==> config.mk <==
export PLATFORM = sky130hd
export DESIGN_NAME = fetch_stage
export DESIGN_NICKNAME = d
export VERILOG_FILES = /design/src/rtl/fetch_stage.sv
export SDC_FILE = /design/constraint.sdc
export NUM_CORES = 1
export LEC_CHECK = 0
export ABC_AREA = 1
export CORE_AREA = 5 5 243 150
export CTS_BUF_LIST = sky130_fd_sc_hd__clkbuf_8
export DETAILED_ROUTE_END_ITERATION = 6
export DIE_AREA = 0 0 248 155
export PLACE_DENSITY = 0.75
export SLEW_MARGIN = 20
export SYNTH_ARGS = -nofsm -noshare
export SYNTH_HDL_FRONTEND = slang
export SYNTH_SLANG_ARGS = --single-unit
==> constraint.sdc <==
create_clock -name clk -period 12.72 [get_ports clk]
set_input_delay 1.908 -clock clk [delete_from_list [all_inputs] [get_ports clk]]
set_output_delay 1.908 -clock clk [all_outputs]
set_load 0.01 [all_outputs]
==> src/rtl/fetch_stage.sv <==
// fetch_stage: owns the PC, issues in-order instruction-memory requests,
// buffers responses in a small fetch FIFO and drives the IF/ID register.
// Redirects restart fetch at the EX target and squash stale responses.
module fetch_stage #(
  parameter logic [31:0] RESET_PC        = 32'h0000_0000,
  parameter int          FIFO_DEPTH      = 2,
  parameter int          MAX_OUTSTANDING = 2
) (
  input  logic        clk,
  input  logic        rst_n,
  input  logic        stall_pc,
  input  logic        stall_ifid,
  input  logic        flush_ifid,
  input  logic        redirect_valid,
  input  logic [31:0] redirect_pc,
  output logic        imem_req_valid,
  input  logic        imem_req_ready,
  output logic [31:0] imem_req_addr,
  input  logic        imem_rsp_valid,
  input  logic [31:0] imem_rsp_data,
  output logic        ifid_valid,
  output logic [31:0] ifid_pc,
  output logic [31:0] ifid_pc_plus_4,
  output logic [31:0] ifid_instr
);

  // Counter width leaves headroom so live+drop and live+fifo sums never wrap.
  localparam int CW = $clog2(FIFO_DEPTH + 1) + 1;
  localparam int FW = $clog2(FIFO_DEPTH);
  localparam int QW = (MAX_OUTSTANDING > 1) ? $clog2(MAX_OUTSTANDING) : 1;

  localparam logic [CW-1:0] FIFO_DEPTH_C = CW'(FIFO_DEPTH);
  localparam logic [CW-1:0] MAX_OUT_C    = CW'(MAX_OUTSTANDING);
  localparam logic [31:0]   NOP_INSTR    = 32'h0000_0013;

  logic [31:0]   pc_q;
  logic [CW-1:0] live_cnt;
  logic [CW-1:0] drop_cnt;
  logic [CW-1:0] fifo_count;

  // Request-PC queue holds only live (unsquashed) requests; its occupancy is live_cnt.
  logic [31:0]   rq_pc [MAX_OUTSTANDING];
  logic [QW-1:0] rq_rd_ptr;
  logic [QW-1:0] rq_wr_ptr;

  logic [31:0]   fifo_pc    [FIFO_DEPTH];
  logic [31:0]   fifo_instr [FIFO_DEPTH];
  logic [FW-1:0] fifo_rd_ptr;
  logic [FW-1:0] fifo_wr_ptr;

  logic        accept;
  logic        rsp_drop;
  logic        rsp_live;
  logic        rsp_keep;
  logic        ifid_load;
  logic        fifo_empty;
  logic        fifo_pop;
  logic        fifo_push;
  logic        bypass;
  logic [31:0] rsp_pc;

  function automatic logic [FW-1:0] fifo_inc(input logic [FW-1:0] p);
    return (p == FW'(FIFO_DEPTH - 1)) ? '0 : p + FW'(1);
  endfunction

  function automatic logic [QW-1:0] rq_inc(input logic [QW-1:0] p);
    return (p == QW'(MAX_OUTSTANDING - 1)) ? '0 : p + QW'(1);
  endfunction

  // Request credit check, response classification and IF/ID source selection.
  always_comb begin
    imem_req_valid = rst_n && !redirect_valid && !stall_pc &&
                     ((live_cnt + drop_cnt) < MAX_OUT_C) &&
                     ((live_cnt + fifo_count) < FIFO_DEPTH_C);
    imem_req_addr  = pc_q;
    accept         = imem_req_valid && imem_req_ready;
    rsp_drop       = imem_rsp_valid && (drop_cnt != '0);
    rsp_live       = imem_rsp_valid && (drop_cnt == '0);
    // A live response landing in a redirect cycle is wrong-path and discarded.
    rsp_keep       = rsp_live && !redirect_valid;
    ifid_load      = !flush_ifid && !stall_ifid;
    fifo_empty     = (fifo_count == '0);
    // The FIFO is being cleared on redirect, so its head is never consumed then.
    fifo_pop       = ifid_load && !fifo_empty && !redirect_valid;
    bypass         = rsp_keep && fifo_empty && ifid_load;
    fifo_push      = rsp_keep && !bypass;
    rsp_pc         = rq_pc[rq_rd_ptr];
  end

  // PC: redirect wins, otherwise advance by one word per accepted request.
  always_ff @(posedge clk or negedge rst_n) begin
    if (!rst_n) begin
      pc_q <= RESET_PC;
    end else if (redirect_valid) begin
      pc_q <= redirect_pc;
    end else if (accept) begin
      pc_q <= pc_q + 32'd4;
    end
  end

  // Outstanding-request bookkeeping: live requests become drops on redirect.
  always_ff @(posedge clk or negedge rst_n) begin
    if (!rst_n) begin
      live_cnt  <= '0;
      drop_cnt  <= '0;
      rq_rd_ptr <= '0;
      rq_wr_ptr <= '0;
    end else if (redirect_valid) begin
      drop_cnt  <= drop_cnt + live_cnt - CW'(imem_rsp_valid);
      live_cnt  <= '0;
      rq_rd_ptr <= rq_wr_ptr;
    end else begin
      live_cnt <= live_cnt + CW'(accept) - CW'(rsp_live);
      drop_cnt <= drop_cnt - CW'(rsp_drop);
      if (accept) begin
        rq_wr_ptr <= rq_inc(rq_wr_ptr);
      end
      if (rsp_live) begin
        rq_rd_ptr <= rq_inc(rq_rd_ptr);
      end
    end
  end

  // Request-PC storage: record the address of every accepted request.
  always_ff @(posedge clk) begin
    if (accept) begin
      rq_pc[rq_wr_ptr] <= pc_q;
    end
  end

  // Fetch FIFO pointers and occupancy; emptied on redirect.
  always_ff @(posedge clk or negedge rst_n) begin
    if (!rst_n) begin
      fifo_rd_ptr <= '0;
      fifo_wr_ptr <= '0;
      fifo_count  <= '0;
    end else if (redirect_valid) begin
      fifo_rd_ptr <= '0;
      fifo_wr_ptr <= '0;
      fifo_count  <= '0;
    end else begin
      fifo_count <= fifo_count + CW'(fifo_push) - CW'(fifo_pop);
      if (fifo_push) begin
        fifo_wr_ptr <= fifo_inc(fifo_wr_ptr);
      end
      if (fifo_pop) begin
        fifo_rd_ptr <= fifo_inc(fifo_rd_ptr);
      end
    end
  end

  // Fetch FIFO storage: {pc, instr} pairs of live responses not bypassed.
  always_ff @(posedge clk) begin
    if (fifo_push) begin
      fifo_pc[fifo_wr_ptr]    <= rsp_pc;
      fifo_instr[fifo_wr_ptr] <= imem_rsp_data;
    end
  end

  // IF/ID register: flush, then stall, then FIFO head, then bypass, else bubble.
  always_ff @(posedge clk or negedge rst_n) begin
    if (!rst_n) begin
      ifid_valid     <= 1'b0;
      ifid_pc        <= 32'd0;
      ifid_pc_plus_4 <= 32'd4;
      ifid_instr     <= NOP_INSTR;
    end else if (flush_ifid) begin
      ifid_valid <= 1'b0;
    end else if (!stall_ifid) begin
      if (fifo_pop) begin
        ifid_valid     <= 1'b1;
        ifid_pc        <= fifo_pc[fifo_rd_ptr];
        ifid_pc_plus_4 <= fifo_pc[fifo_rd_ptr] + 32'd4;
        ifid_instr     <= fifo_instr[fifo_rd_ptr];
      end else if (bypass) begin
        ifid_valid     <= 1'b1;
        ifid_pc        <= rsp_pc;
        ifid_pc_plus_4 <= rsp_pc + 32'd4;
        ifid_instr     <= imem_rsp_data;
      end else begin
        ifid_valid <= 1'b0;
      end
    end
  end

endmodule

### Word level (Yosys, flattened, before mapping)

Memory sizes are Yosys's and may differ from the RTL's.
Index checks and enable logic that the tools add are counted.

* register bits: 142
* RAM bits: 192
* bits of input ports: 72
* output and inout port bits: 130
* logic and storage cells: 95
* memories: 3

Memories
* fifo_instr: depth 2, bits a word 32, read ports 1, clocked after Yosys merged registers in 0, write ports 1, RTL line 47 `logic [31:0] fifo_instr [FIFO_DEPTH];`
* fifo_pc: depth 2, bits a word 32, read ports 1, clocked after Yosys merged registers in 0, write ports 1, RTL line 46 `logic [31:0] fifo_pc [FIFO_DEPTH];`
* rq_pc: depth 2, bits a word 32, read ports 1, clocked after Yosys merged registers in 0, write ports 1, RTL line 42 `logic [31:0] rq_pc [MAX_OUTSTANDING];`

* $add $sub $neg: 15
* $lt $le $gt $ge: 2
* eq/ne operators: 1
* mux-type cells: 29
* bitwise gates (word level): 3
* reductions and logical operators: 30

Operators by type and width (count)
* 2-to-1 mux 32 bit: 8
* adder 32 x 3 -> 32 bit, second input constant: 3
* 2-to-1 mux 1 bit: 18
* logical AND 1 bit: 14
* subtractor 3 x 1 -> 3 bit: 4
* nonzero test 2 bit: 5
* 2-to-1 mux 3 bit: 3
* adder 3 x 1 -> 3 bit: 2
* adder 3 bit: 2
* zero test 1 bit: 6
* zero test 3 bit: 2
* less-than comparator 3 x 2 -> 1 bit, second input constant: 2
* adder 1 bit, second input constant: 4
* NOT 1 bit: 3
* AND reduction 3 bit: 1
* nonzero test 3 bit: 1
* inequality test 2 x 1 -> 1 bit, second input constant: 1
* AND reduction 2 bit: 1

### Depth between registers and ports, before layout

Gate-level depths: netlist of run 1.

* word-level depth: 10
* gate-level depth with buffers: 16

### Least setup slack after synthesis of run 1

OpenSTA, ideal clock, no wires.

* path type: in2reg
* start: input port redirect_valid
* end: memory fifo_instr[0][0] (enable)
* arrival time: 5135 ps
* data required time: 12233 ps
* path slack: 7099 ps
* stages: 4
* cell sequence: buf_2 nor2_1 o21ai_0 nor2_1

* longest elaborated chain between the ends: 8

Ends and longest elaborated chain
* from (decl): RTL line 14 `input logic redirect_valid,`
* zero test 1 bit (*): RTL line 80 `rsp_keep = rsp_live && !redirect_valid;`
* logical AND 1 bit (*): RTL line 80
* logical AND 1 bit (2 in a row): RTL line 85 `bypass = rsp_keep && fifo_empty && ifid_load;`
* zero test 1 bit: RTL line 86 `fifo_push = rsp_keep && !bypass;`
* logical AND 1 bit (*): RTL line 86
* 2-to-1 mux 1 bit (*): RTL line 154 `if (fifo_push) begin`
* 2-to-1 mux 1 bit (implied by the code) (*): RTL line 156 `fifo_instr[fifo_wr_ptr] <= imem_rsp_data;`
* to (decl): RTL line 47

Mark *: on every way between the ends. The rest lies on a longest branch, timed or not.

### Worst setup path in the final report of run 1

* start: input port redirect_valid
* end: output port imem_req_valid

* longest elaborated chain between the ends: 5

Ends and longest elaborated chain
* zero test 1 bit: RTL line 72 `imem_req_valid = rst_n && !redirect_valid && !stall_pc &&`
* logical AND 1 bit (3 in a row): RTL line 72
* logical AND 1 bit: RTL line 73 `((live_cnt + drop_cnt) < MAX_OUT_C) &&`
* to (decl): RTL line 16 `output logic imem_req_valid,`

Every way passes these cells.

==> results of run 1 <==
worst max-delay path by stage:
| stage | depth (start not counted) | slack (ns) | end | startpoint |
|---|---|---|---|---|
| after CTS | 7 | 6.96 | imem_req_valid | redirect_valid |
| after detailed placement | 7 | 6.97 | imem_req_valid | redirect_valid |
| after floorplan | 4 | 7.10 | fifo_instr[0][0] | redirect_valid |
| after global placement | 7 | 6.98 | imem_req_valid | redirect_valid |
| final | 7 | 6.96 | imem_req_valid | redirect_valid |
| after global routing | 7 | 6.74 | imem_req_valid | redirect_valid |
cells by family (layout without fill, tap and decap cells):
group / count (synthesis) / count (layout) / share of synthesized area, %
AOI/OAI and AO/OA: 235 / 235 / 9.08
xor gates and xnor gates: 34 / 34 / 1.98
adders and majority gates: 15 / 15 / 1.45
buffers and inverters: 194 / 429 / 5.80
DFF: 332 / 332 / 61.6
muxes: 5 / 5 / 0.357
and+or+nand+nor: 723 / 723 / 19.7
worst max-delay path: cells and delay by family:
kind          cells  cell delay, ns
buf+inv           3            1.27
simple gates      4            0.66
layout make-up:
class	count	area, um2
timing repair buffer	213	2100
sequential	332	9280
inverter	125	472
tap	467	584
clock buffer	53	729
clock inverter	38	171
fill	3048	16000
multi-input combinational	1012	4920
registers in the layout, summed over array words and instances, names as in the netlist, 3 cells and up:
| signal | cells |
|---|---|
| drop_cnt | 3 |
| fifo_count | 3 |
| fifo_instr | 64 |
| fifo_pc | 64 |
| ifid_instr | 32 |
| ifid_pc | 32 |
| ifid_pc_plus_4 | 30 |
| imem_req_addr | 32 |
| live_cnt | 3 |
| rq_pc | 64 |
through the flow:
stage / area, um2 / utilization, % / hold slack (ns) / setup slack, ns
2_1_floorplan: 15100 / - / 0.484 / 7.10
3_3_place_gp: 17400 / 50.6 / 0.465 / 6.98
3_5_place_dp: 17400 / 50.6 / 0.473 / 6.97
4_1_cts: 18300 / 53.2 / 0.488 / 6.96
5_1_grt: 18300 / 53.2 / 0.501 / 6.74
6_report: 18300 / 53.2 / 0.479 / 6.96
cell usage after synthesis (3+ instances only):
cell type  count
fa_1           4
inv_1        123
nor3_1        12
clkbuf_1      26
edfxtp_1     192
mux2_2         3
nor4_1         5
xnor2_1       13
nand2_1      392
nand4_1       11
a22oi_1        8
a21oi_1        5
ha_1          11
dfrtp_1      136
nor2_2         7
o211ai_1      17
o21ai_2        8
nor2_1       209
o21ai_1       15
buf_2         22
o21ai_0      147
buf_1          6
o221ai_1       3
nand2_2        8
nor2_4         5
dfstp_2        4
buf_6          7
a21boi_0      18
xor2_1        21
nand3_1       66
buf_4          5
o21a_1         8
metal layers:
layer	wire length, um	GRT usage [%]
met1	18200	30.9
met2	15800	27.4
met5	0	0
met3	3320	4.00
met4	468	3.78
where the power goes:
| part | internal [W] | switching, W |
|---|---|---|
| registers | 0.00136 | 0.000145 |
| logic | 0.000463 | 0.000542 |
| clock network | 0.000387 | 0.000417 |
==> reports/metrics.csv, run 1 <==
metric,value,unit
route.detailed.drc,0,
first_pass_iters,5,
placed_cells,2149,
syn_avg_cell_area,9.79,um2
die_area,38400,um2
end_kind,output port,
core,34300,um2
antenna_found_initial,0,
root_buffer,clkbuf_8,
cts_max_level,2,
viasPerCell,5.09,
tightest_slew,0.957,ns
drv_cap,0,
critPathMaxFanout,43,
status,"finished, final reports clean",
max_stage_delay,0.58,ns
power.leakage,7.45,nW
clockBufferDepth,3,
ios,202,
ir_drop,94.4,uV
drive_gt1_share,7.05,%
finalHoldViolCount,0,
worstSetupPathType,in2out,
route.detailed.wl_per_inst,16.8,um
final_cell_mix,"nand2_1 (392), nor2_1 (205), clkdlybuf4s50_1 (199)",
hp-start,ifid_instr[2],
clk_latency,0.60,ns
clkSinkCount,332,
p_per_area,181,nW/um2
final_common_cell,nand2_1,
cts_tree,done,
synthTopCellsByArea,"edfxtp_1 (38%), dfrtp_1 (23%), nand2_1 (9.8%)",
io_buffers,201,
rsz0062_at_grt,no,
die_w,248,um
crit_path_top_delay_cell,clkdlybuf4s50_1,
r2r_cells,14,
nNetsFinal,1820,
cts_made_buffers,49,
vias,11392,
post_cts_resized,0,
start_util,43.9,%
fp.dieH,155,um
hp-class,reg2reg,
synth_nets,1625,
drtAntennaViolNets,0,
grt_max_degree,93,
synth-main-ff-cell,edfxtp_1,
finClkSkew,0.0446,ns
totalWireLength,37700,um
grt_pass1_vias,10868,
grt_pass1_wl,59700,um
reg2reg_slack,8.98,ns
reg2reg_from,live_cnt[1],
yosysTopAreaCellShare,38.3,%
syn_area,15100,um2
cts_setup_buffers,0,
final.setup.tns,0,ns
synth-seq-cells,332,
r2r-end,live_cnt[2],
fin_crit_sh,45.3,%
yosysUniqueCellTypes,50,
overflow,0,
grt_usage,19.4,%
crit_arrival,3.85,ns
synth_edf_count,192,
slew_violations,0,
ys_warn_count,0,
clk_pin_slew,0.06,ns
yosys.area.top_type,edfxtp_1,
max_freq,0.174,GHz
place.gp.congestion,0.879,
drt_iter0_drc,1225,
area_growth,21.3,%
path_cells,"buf_2, inv_4, nand2_1, nor4_1, nand3_1, nor2_1, clkdlybuf4s50_1",
setup_viol,0,
dp_hpwl,25900,um
period_needed,5.76,ns
critPathRequiredTime,10.81,ns
n_antenna_cell,0,
syn_inst,1538,
cts_hold_buf,0,
max-slew-margin-rel,36.2,%
ys_async_sr_fraction,42.2,%
final_cell_count_no_fill,2240,
p_total,0.00331,W
timing.hold.worst_endpoint,ifid_instr[2],
seq_area_frac_synth,61.6,%
hold_path_depth,2,
critPathLaunchType,input port,
rows,53,
No activity file was read; power rests on OpenSTA's default activity.
==> run 2: changes to the inputs <==
PLACE_DENSITY = 0.77   (was 0.75)
clock period = 5.07 ns   (was 12.72 ns; I/O delays follow)
==> reports/metrics.csv, run 2 (same netlist as run 1, synthesis figures left out) <==
metric,value,unit
viasPerCell,5.10,
drtAntennaViolNets,0,
hp-start,ifid_pc[15],
period_needed,3.59,ns
path_cells,"inv_1, fa_1, inv_1, nor4_1, nand3_1, nor2_1, clkdlybuf4s50_1",
die_area,38400,um2
cpMostUsedCell,inv_1,
cts_made_buffers,51,
grt_pass1_vias,11023,
totalWireLength,38100,um
end_kind,output port,
hp-class,reg2reg,
setup_viol,0,
grt_usage,19.6,%
clk_latency,0.61,ns
status,"finished, final reports clean",
critPathRequiredTime,4.31,ns
placed_cells,2153,
vias,11457,
ir_drop,245,uV
cts_setup_buffers,0,
cts_tree,done,
slew_violations,0,
clockBufferDepth,3,
drv_cap,0,
area_growth,21.9,%
max_freq,0.279,GHz
final_common_cell,nand2_1,
rows,53,
overflow,0,
final_cell_count_no_fill,2248,
clkSinkCount,332,
reg2reg_from,fifo_count[1],
worstSetupStartpoint,live_cnt[1],
finalHoldViolCount,0,
worstSetupPathType,reg2out,
route.detailed.drc,0,
clk_pin_slew,0.06,ns
final.setup.tns,0,ns
crit_arrival,2.83,ns
critical-path-top-delay-family,buffers and inverters,
tightest_slew,0.871,ns
core,34300,um2
first_pass_iters,5,
grt_max_degree,149,
drive_gt1_share,7.24,%
fp.dieH,155,um
power.leakage,7.54,nW
final_cell_mix,"nand2_1 (392), nor2_1 (205), clkdlybuf4s50_1 (199)",
cts_max_level,2,
start_util,43.9,%
finClkSkew,0.0482,ns
dp_hpwl,26300,um
fin_crit_sh,70.8,%
grt_pass1_wl,60400,um
nNetsFinal,1827,
critPathLaunchType,flop,
ios,202,
die_w,248,um
antenna_found_initial,0,
n_antenna_cell,0,
route.detailed.wl_per_inst,16.9,um
critPathMaxFanout,3,
p_per_area,456,nW/um2
place.gp.congestion,0.897,
root_buffer,clkbuf_8,
largest_registers,"fifo_instr x64, fifo_pc x64, rq_pc x64",
max_stage_delay,0.61,ns
crit_path_top_delay_cell,clkdlybuf4s50_1,
max-slew-margin-rel,41.3,%
io_buffers,201,
critPathBufInv,3,
drt_iter0_drc,1097,
rsz0062_at_grt,no,
## run 2: changes by cell type in the layout (fill, tap and decap cells not counted)
| cell | change |
|---|---|
| inv_1 | +7 |
| clkbuf_8 | +4 |
| clkinv_1 | -4 |
| buf_4 | +3 |
| clkinvlp_4 | -3 |
| clkinv_2 | -2 |
| buf_12 | +1 |
| dlygate4sd3_1 | +1 |
| inv_8 | +1 |
## run 2: final timing paths
| check | slack [ns] | cells past startpoint | endpoint |
|---|---|---|---|
| min in group asynchronous | 0.59 | 2 | ifid_instr[2] |
| max in group asynchronous | 3.34 | 3 | fifo_rd_ptr |
| worst min register to register | 0.48 | 2 | ifid_pc[15] |
| worst max register to register | 1.63 | 11 | imem_req_addr[11] |
| worst min-delay path | 0.48 | 2 | ifid_pc[15] |
| worst max-delay path | 1.48 | 7 | imem_req_valid |
## run 2: per-layer routing
metal / GRT usage (%) / vias up / routed length [um]
met5: 0 / - / 0
met4: 4.14 / 0 / 572
met3: 5.43 / 56 / 3570
met2: 27.5 / 424 / 15900
met1: 30.4 / 5472 / 18000
li1: - / 5505 / -
## run 2: cell type report
cell class,instances,area (um2)
Clock buffer,57,785
Clock inverter,37,161
Fill cell,3028,15900
Inverter,125,472
Multi-Input combinational cell,1012,4920
Sequential cell,332,9280
Tap cell,467,584
Timing Repair Buffer,218,2150
## run 2: where the power goes
group          leakage [nW]  switching, W  internal [W]
clock network         0.567       0.00104       0.00103
logic                  3.48       0.00133       0.00116
registers              3.49      0.000399       0.00341
## run 2: stage by stage
stage          area [um2]  setup WS (ns)  util [%]  hold slack, ns  power [W]
3_5_place_dp        17400           1.46      50.7           0.465    0.00635
4_1_cts             18400           1.40      53.5           0.481    0.00845
2_1_floorplan       15100          0.596         -           0.465    0.00502
6_report            18400           1.48      53.5           0.479    0.00837
3_3_place_gp        17400           1.56      50.7           0.463    0.00627
5_1_grt             18400           1.20      53.5           0.513    0.00888
## run 2: worst reg2reg max path, stage by stage, from the launching register on
cell and delay, ns:
dfrtp_1 0.47, inv_1 0.10, fa_1 0.42, xor2_1 0.17
or2_2 0.28, nand3_1 0.09, nor2_1 0.06, nand2_1 0.44
nand2_1 0.44, inv_1 0.64, nand2_1 0.13, o211ai_1 0.11
## run 2: timing repair
action,in CTS,in global routing
hold buffers,1,0
resized for setup,0,0
endpoints found under the hold margin,9,0
